### config.mk
export PLATFORM = sky130hd
export DESIGN_NAME = ram_loader_flat
export DESIGN_NICKNAME = d
export VERILOG_FILES = /design/src/rtl/ram_loader_if.sv /design/src/rtl/ram_loader.sv /design/src/flat_wrapper.sv
export SDC_FILE = /design/constraint.sdc
export NUM_CORES = 1
export LEC_CHECK = 0
export ABC_AREA = 1
export CAP_MARGIN = 20
export CORE_UTILIZATION = 58
export DETAILED_ROUTE_END_ITERATION = 10
export GPL_ROUTABILITY_DRIVEN = 0
export GPL_TIMING_DRIVEN = 0
export PLACE_DENSITY_LB_ADDON = 0.3
export SLEW_MARGIN = 20
export SYNTH_ARGS = -nofsm -noshare
export SYNTH_HDL_FRONTEND = slang
export SYNTH_SLANG_ARGS = --single-unit
### constraint.sdc
create_clock -name i_clk -period 6.9 [get_ports i_clk]
set_input_delay 1.38 -clock i_clk [delete_from_list [all_inputs] [get_ports i_clk]]
set_output_delay 1.38 -clock i_clk [all_outputs]
set_load 0.01 [all_outputs]
### src/rtl/ram_loader_if.sv
// Byte-stream input and RAM port of the boot-time program loader.
// The loader holds the master view; the stream source and RAM the slave view.
interface ram_loader_if #(
    parameter int DATA_WIDTH = 8
);
    logic                  i_valid;
    logic [DATA_WIDTH-1:0] i_data;
    logic                  o_ready;
    logic                  o_we;
    logic [DATA_WIDTH-1:0] o_addr;
    logic [DATA_WIDTH-1:0] o_bus_data;
    logic                  o_jmp_imme;
    logic [DATA_WIDTH-1:0] i_ram_data;

    modport master (
        input  i_valid,
        input  i_data,
        input  i_ram_data,
        output o_ready,
        output o_we,
        output o_addr,
        output o_bus_data,
        output o_jmp_imme
    );

    modport slave (
        output i_valid,
        output i_data,
        output i_ram_data,
        input  o_ready,
        input  o_we,
        input  o_addr,
        input  o_bus_data,
        input  o_jmp_imme
    );
endinterface

### src/rtl/ram_loader.sv
// Boot loader: streams N bytes into RAM, checks the stream checksum,
// reads every word back and re-checks it, holding the CPU meanwhile.
module ram_loader #(
    parameter int DATA_WIDTH = 8,
    parameter int MEM_SIZE   = 16,
    parameter int ADDR_WIDTH = $clog2(MEM_SIZE)
) (
    input  logic                i_clk,
    input  logic                i_rst_n,
    input  logic                i_start,
    input  logic [ADDR_WIDTH:0] i_len,
    ram_loader_if.master        bus,
    output logic                o_cpu_hold,
    output logic                o_busy,
    output logic                o_done,
    output logic                o_error
);
    typedef enum logic [2:0] {
        IDLE,
        LOAD,
        CHECK,
        VERIFY,
        DONE
    } state_e;

    localparam logic [ADDR_WIDTH:0] FULL_N = (ADDR_WIDTH+1)'(MEM_SIZE);

    state_e                state_q;
    logic [ADDR_WIDTH:0]   n_q;
    logic [ADDR_WIDTH:0]   n_d;
    logic [ADDR_WIDTH:0]   wr_idx_q;
    logic [ADDR_WIDTH:0]   wr_idx_d;
    logic [ADDR_WIDTH:0]   rd_idx_q;
    logic [ADDR_WIDTH:0]   rd_idx_d;
    logic [ADDR_WIDTH-1:0] addr_q;
    logic [DATA_WIDTH-1:0] data_q;
    logic [DATA_WIDTH-1:0] ck_q;
    logic [DATA_WIDTH-1:0] rx_sum_q;
    logic [DATA_WIDTH-1:0] rx_sum_d;
    logic [DATA_WIDTH-1:0] rd_sum_q;
    logic [DATA_WIDTH-1:0] rd_sum_d;
    logic [DATA_WIDTH-1:0] rd_chk;
    logic                  we_q;
    logic                  err_q;
    logic                  hs;

    // In CHECK, rx_sum_d already equals rx_sum + CK.
    always_comb begin
        n_d      = (i_len == '0 || i_len > FULL_N) ? FULL_N : i_len;
        hs       = bus.i_valid && bus.o_ready;
        wr_idx_d = wr_idx_q + 1'b1;
        rd_idx_d = rd_idx_q + 1'b1;
        rx_sum_d = rx_sum_q + bus.i_data;
        rd_sum_d = rd_sum_q + bus.i_ram_data;
        rd_chk   = rd_sum_d + ck_q;
    end

    always_ff @(posedge i_clk or negedge i_rst_n) begin
        if (!i_rst_n) begin
            state_q  <= IDLE;
            n_q      <= '0;
            wr_idx_q <= '0;
            rd_idx_q <= '0;
            addr_q   <= '0;
            data_q   <= '0;
            ck_q     <= '0;
            rx_sum_q <= '0;
            rd_sum_q <= '0;
            we_q     <= 1'b0;
            err_q    <= 1'b0;
        end else begin
            we_q <= 1'b0;
            unique case (state_q)
                IDLE: begin
                    if (i_start) begin
                        n_q      <= n_d;
                        wr_idx_q <= '0;
                        rd_idx_q <= '0;
                        rx_sum_q <= '0;
                        rd_sum_q <= '0;
                        err_q    <= 1'b0;
                        state_q  <= LOAD;
                    end
                end
                LOAD: begin
                    if (hs) begin
                        we_q     <= 1'b1;
                        addr_q   <= wr_idx_q[ADDR_WIDTH-1:0];
                        data_q   <= bus.i_data;
                        wr_idx_q <= wr_idx_d;
                        rx_sum_q <= rx_sum_d;
                        if (wr_idx_d == n_q) begin
                            state_q <= CHECK;
                        end
                    end
                end
                CHECK: begin
                    if (hs) begin
                        ck_q     <= bus.i_data;
                        rd_idx_q <= '0;
                        state_q  <= VERIFY;
                        if (rx_sum_d != '0) begin
                            err_q <= 1'b1;
                        end
                    end
                end
                VERIFY: begin
                    rd_sum_q <= rd_sum_d;
                    rd_idx_q <= rd_idx_d;
                    if (rd_idx_d == n_q) begin
                        state_q <= DONE;
                        if (rd_chk != '0) begin
                            err_q <= 1'b1;
                        end
                    end
                end
                DONE: begin
                    state_q <= IDLE;
                end
                default: begin
                    state_q <= IDLE;
                end
            endcase
        end
    end

    assign bus.o_ready    = (state_q == LOAD) || (state_q == CHECK);
    assign bus.o_we       = we_q;
    assign bus.o_bus_data = data_q;
    assign bus.o_jmp_imme = 1'b0;
    assign bus.o_addr     = {{(DATA_WIDTH-ADDR_WIDTH){1'b0}},
                             (state_q == VERIFY) ?
                             rd_idx_q[ADDR_WIDTH-1:0] : addr_q};
    assign o_busy         = (state_q != IDLE);
    assign o_cpu_hold     = (state_q != IDLE);
    assign o_done         = (state_q == DONE);
    assign o_error        = err_q;
endmodule

### src/flat_wrapper.sv
// flat-port wrapper written by rule: the top's interface ports become plain ports
module ram_loader_flat 
#(
    parameter int DATA_WIDTH = 8,
    parameter int MEM_SIZE   = 16,
    parameter int ADDR_WIDTH = $clog2(MEM_SIZE)
)
  (i_clk, i_rst_n, i_start, i_len, o_cpu_hold, o_busy, o_done, o_error, bus_i_valid, bus_i_data, bus_i_ram_data, bus_o_ready, bus_o_we, bus_o_addr, bus_o_bus_data, bus_o_jmp_imme);
  ram_loader_if #(.DATA_WIDTH(DATA_WIDTH)) bus_i ();
  input  logic i_clk;
  input  logic i_rst_n;
  input  logic i_start;
  input  logic [ADDR_WIDTH:0] i_len;
  output logic o_cpu_hold;
  output logic o_busy;
  output logic o_done;
  output logic o_error;
  input wire logic [$bits(bus_i.i_valid)-1:0] bus_i_valid;
  input wire logic [$bits(bus_i.i_data)-1:0] bus_i_data;
  input wire logic [$bits(bus_i.i_ram_data)-1:0] bus_i_ram_data;
  output wire logic [$bits(bus_i.o_ready)-1:0] bus_o_ready;
  output wire logic [$bits(bus_i.o_we)-1:0] bus_o_we;
  output wire logic [$bits(bus_i.o_addr)-1:0] bus_o_addr;
  output wire logic [$bits(bus_i.o_bus_data)-1:0] bus_o_bus_data;
  output wire logic [$bits(bus_i.o_jmp_imme)-1:0] bus_o_jmp_imme;
  assign bus_i.i_valid = bus_i_valid;
  assign bus_i.i_data = bus_i_data;
  assign bus_i.i_ram_data = bus_i_ram_data;
  assign bus_o_ready = bus_i.o_ready;
  assign bus_o_we = bus_i.o_we;
  assign bus_o_addr = bus_i.o_addr;
  assign bus_o_bus_data = bus_i.o_bus_data;
  assign bus_o_jmp_imme = bus_i.o_jmp_imme;
  ram_loader #(.DATA_WIDTH(DATA_WIDTH), .MEM_SIZE(MEM_SIZE), .ADDR_WIDTH(ADDR_WIDTH)) u_core (.i_clk(i_clk), .i_rst_n(i_rst_n), .i_start(i_start), .i_len(i_len), .bus(bus_i), .o_cpu_hold(o_cpu_hold), .o_busy(o_busy), .o_done(o_done), .o_error(o_error));
endmodule
After elaboration in Yosys (flattened, before gate mapping). Index checks and enable logic that the tools add are counted.

Output and inout bits: 23. Bits in registers: 56. Logic and storage cells: 74. Input bits: 25.

Order comparisons: 1. $add $sub $neg: 5. Reduce and logical (&&, ||, !) cells: 19. Equality and inequality tests: 13. Muxes and demuxes: 25.

Operator list (count): one-hot mux 8 bit (2 select lines) (2); adder 8 bit (3); 2-to-1 mux 5 bit (4); 2-to-1 mux 8 bit (2); nonzero test 8 bit (2); 2-to-1 mux 3 bit (5); one-hot mux 5 bit (3 select lines) (1); inequality test 2 x 1 -> 1 bit, second input constant (6); one-hot mux 3 bit (4 select lines) (1); adder 5 x 1 -> 5 bit, second input constant (2); == test 5 bit (2); one-hot mux 5 bit (2 select lines) (1); AND reduction 2 bit (4); 2-to-1 mux 1 bit (7); == test 3 x 2 -> 1 bit, second input constant (2); AND reduction 3 bit (2); AND reduction 6 bit (1); nonzero test 3 bit (2); greater-than comparator 5 bit, second input constant (1); zero test 5 bit (1); AND reduction 5 bit (1); 2-to-1 mux 4 bit (1); nonzero test 2 bit (2); == test 3 x 1 -> 1 bit, second input constant (1); 6 further kinds (7).

Depth between registers and ports, before layout.
Depth in word-level cells: 6. Gate-level depth with buffers: 23. Gate-level depth less buffers: 23.

Worst setup path before layout. No wires, ideal clock.

Path kind: input to register. From: input bus_i_ram_data[0]. To: register u_core.err_q (netlist: u_core.o_error). Buffers on the path: 0. Library setup time: 0.117 ns. Required time: 6.783 ns. Cell stages on the path: 21. Arrival time: 3.522 ns. Slack: 3.262 ns. Cells stage by stage: ha_1 fa_1 nand2_1 inv_1 o21ai_1 nand2_1 nand2_1 nand2_1 a21oi_1 nand2_1 and2_1 ha_1 nand2_1 inv_1 nand2_1 nand2_1 nand3_1 nand3_1 nand2_1 nand2_1 nand2_1.

Cells in the longest elaborated chain, start to end: 5.

Ends and longest elaborated chain: start, declared (line flat_wrapper.sv:20) `input wire logic [$bits(bus_i.i_ram_data)-1:0] bus_i_ram_data;`; adder 8 bit (line ram_loader.sv:54) `rd_sum_d = rd_sum_q + bus.i_ram_data;`; adder 8 bit (line ram_loader.sv:55) `rd_chk = rd_sum_d + ck_q;`; nonzero test 8 bit (line ram_loader.sv:112) `if (rd_chk != '0) begin`; inequality test 2 x 1 -> 1 bit (no source line); AND reduction 6 bit (no source line); end signal, assigned (line ram_loader.sv:70) `err_q <= 1'b0;`; end signal, assigned (line ram_loader.sv:81) `err_q <= 1'b0;`; end signal, assigned (line ram_loader.sv:113) `err_q <= 1'b1;`; end, declared (line ram_loader.sv:44) `logic err_q;`.

Every way passes these cells. A chain may end at the register's enable or synchronous reset.

Final worst setup path. Same ends and word-level chain as after synthesis.

==> metrics list <==
- Status: completed
* Post-DR wirelength/cell: 13.57 um
* Wire length of the first global-routing pass: 14.39 mm
* Unrepaired setup endpoints after global routing: false
- For the worst setup path, the data arrival time is 4340 ps.
* Leakage: 2.277 nW
* Path category of the worst min-delay check: register to register
- Gates resized during post-CTS repair numbered 0.
- By area, the combinational part of the netlist is dominated by simple AND/OR/NAND/NOR gates.
- Post-route ant nets: 0
- Clock-pin slew was measured on the worst setup and hold paths at 100 ps.
- Starting utilization of the core area: 0.6105
* Most frequent cells after synthesis: nand2_1 (146), inv_1 (69), dfrtp_1 (56)
- After global routing, the most crowded layer is met2.
- Counting along the longest clock path gives a buffer depth of 2.
- The H-tree was split into 2 levels.
* Biggest area contributors in the synthesized netlist: dfrtp_1 (38%), nand2_1 (15%), ha_1 (8.2%)
* Clock tree from TritonCTS: done
- nand2_1 is the most common cell in the netlist.
- After synthesis, the mean cell area works out to 7.285 sq um.
* Area of the placeable core: 0.005991 sq mm
- The repair_antennas step left the layout with diodes totalling 0.
* Global routing usage summed across all routing layers: 0.2841
- The via count of the first global-routing pass was 3380.
- Counting every instance in the synthesized netlist gives 502.
* # clock sinks: 56
- Summed over all nets, the half-perimeter wirelength after detailed placement is 6.720 mm.
- Reg-to-reg critical path endpoint: u_core.o_error
- STA classifies the critical path startpoint as a primary input.
- Final Cell Area: 0.004265 sq mm
* GR Overflow Total: 0
* Post-synthesis simple-gate area fraction: 0.2932
- The final route contains 3371 vias.
- Fin Setup TNS: 0 ps
* Filler cell count in the final layout: 499
* Actual slew at the worst max-slew pin: 698.0 ps
- In the final layout, the share of cells above drive strength 1 is 0.07027.
- The detailed router finished its first iteration with 224 violations.
* Die outline area: 0.006627 sq mm
- The area growth from synthesis to layout is 16.63%.
- CP Capture Type: register
- Adder and majority cell fraction of the synthesized area: 0.09853
- In this run the count of I/O pins placed on the die edge is 48.
* Cell variety after synth: 32
- In the routed layout, each cell is associated on average with a via count of 5.351.
- The tool flagged a number of max-cap violations equal to 0.
- Post-synth EDFFs: 0
- The path with the worst hold slack has its endpoint at u_core.bus.o_bus_data[5].
- The floorplan step set the die height to 81.41 um.
* Maximum operating frequency: 241.8 MHz
* DRC violations left: 0
* Initial antenna violation count: 0
- Footprint of the multi-input gates: 0.001881 sq mm
- The worst path needs 4135 ps of the cycle, external delays included.
- Of the available clock period, the critical path in the final layout requires 0.5993.
* Fraction of registers with async set or reset after synthesis: 1.000
- Registers take 0.001401 sq mm.
* Final-report max-slew violation count: 0
- Entering global routing, the biggest net connects 57 pins.
- Most used flip-flop cell after synthesis: dfrtp_1
* Setup bufs post-CTS: 0
- The compound-gate portion of the synthesized area came to 0.09340.
- The die is 81.41 um wide.
- VDD IR max: 0.3160 mV
- Standard-cell row count: 28
* Reg-to-reg slack, setup: 3900 ps
- Buffers inserted during clock tree synthesis total 5.
- For the worst flop-to-flop path, the logic depth is 21.
* Number of hold-repair buffers added at the cts stage: 0
- The worst register-to-register path begins at u_core.rd_sum_q[0].
- Cell area after placement: 0.004184 sq mm
* Max_slew headroom: 0.5347
* GR Util met1: 0.3540
- Worst min-delay path startpoint: u_core.bus.o_bus_data[5]
* Endpoint required time on the critical path: 7110 ps
* Library cell used as clock root buffer: clkbuf_8
- Worst setup path category: primary input to register
- Cell area after synthesis: 0.003657 sq mm
- Of all nets on the critical path, the largest fanout is 4.
- The share of the Yosys chip area taken by registers is 0.3832.
* Number of cells on the worst hold path: 2
- Buffers added on ports: 42
* Total power divided by cell area: 473.8 mW/mm^2
- Post-detailed-routing wire length: 8.549 mm
* Clock latency on the worst-skew pair: 310 ps
- Clock skew on the completed layout was measured at 12.26 ps.
- Most area-hungry cell type in the Yosys netlist: dfrtp_1
* Multiplexer area fraction after synthesis: 0
- GR met3 Demand/Resource: 0.04382
- The final layout contains 607 nets.
* Met2 Track Usage GR: 0.4933
- The share of synthesized area in the top cell type comes to 0.3832.
- Final hold vios: 0
* Post-Synth XOR/XNOR Area: 0.02395
- Setup violations remaining at the end of the flow were counted as 0.
- Yosys printed 0 warnings.
* Fraction of the core area covered by cells at the end of the flow: 0.7120
- First-pass iteration count of the detailed router: 5
* Flop and latch count out of synthesis: 56
[critical path: stages]
cell and delay (ps):
clkdlybuf4s50_1 430, ha_1 240, fa_1 390, nand2_1 70, inv_1 50, o21ai_1 160, nand2_1 70, nand2_1 80
nand2_1 60, a21oi_1 140, nand2_1 90, and2_1 190, ha_1 340, nand2_1 70, inv_1 50, nand2_1 40
nand2_1 70, inv_1 40, nand2_1 50, nand3_1 120, nand3_1 120, nand2_1 60
[sequential cells by signal (all words and copies together) (netlist names)]
register and count:
u_core.bus.o_bus_data 8, u_core.ck_q 8, u_core.rd_sum_q 8, u_core.rx_sum_q 8, u_core.n_q 5, u_core.rd_idx_q 5, u_core.wr_idx_q 5, u_core.addr_q 4
u_core.state_q 3, u_core.bus.o_we 1, u_core.o_error 1
[where the power goes]
group          internal [W]  total, W  switching [W]
Clock             0.0000691  0.000174       0.000105
Combinational      0.000506   0.00126       0.000753
Sequential         0.000473  0.000588       0.000115
[layout make-up]
class / count / area share
inverters: 79 / 0.06952
flip-flops and latches: 56 / 0.3285
multi-input cells: 355 / 0.4409
clock inverters: 2 / 0.002933
repair buffers: 42 / 0.09798
clock buffers: 5 / 0.01613
plain buffers: 16 / 0.02200
well taps: 75 / 0.02200
[metal layers]
layer  wire [um]  vias to the layer above
met3         388                       22
met4         229                        0
li1            -                     1704
met5           0                        -
met1        3777                     1557
met2        4154                       88
[cells in the final DEF (no fill, tap or decap), types with 8 or more instances in the layout]
cell type and n:
o21ai_0 18, buf_4 8, nand2_1 146, ha_1 24
a21oi_1 17, inv_2 10, nand3_1 53, dfrtp_1 56
xor2_1 8, inv_1 69, clkdlybuf4s50_1 41, nor2_1 29
o21ai_1 18
[through the flow]
| stage | setup WS [ps] | hold WS [ps] | instances | power (W) |
|---|---|---|---|---|
| floorplan | 3262 | 459.1 | 506 | 0.001466 |
| global placement | 2571 | 477.0 | 623 | 0.001772 |
| detailed placement | 2454 | 480.7 | 623 | 0.001841 |
| CTS | 2783 | 503.9 | 630 | 0.002021 |
| global route | 2539 | 539.8 | 630 | 0.002223 |
| finish | 2765 | 498.1 | 630 | 0.002021 |
[logic make-up (layout without fill, tap and decap cells)]
family          count (synthesis)  count (layout)
compound gates                 64              64
buf+inv                        95             144
fa+ha+maj                      27              27
xor+xnor                       10              10
other cells                     1               5
simple gates                  249             249
flops                          56              56
[worst max-delay path by stage]
stage,start,endpoint,slack [ps],cells after the start
after floorplan,bus_i_ram_data[0],u_core.o_error,3260,21
final,bus_i_ram_data[0],u_core.o_error,2770,22
after global placement,bus_i_ram_data[0],u_core.o_error,2570,22
after global routing,bus_i_ram_data[0],u_core.o_error,2540,22
after detailed placement,bus_i_ram_data[0],u_core.o_error,2450,22
after CTS,bus_i_ram_data[0],u_core.o_error,2780,22
Power figures use the tool's default switching activity.
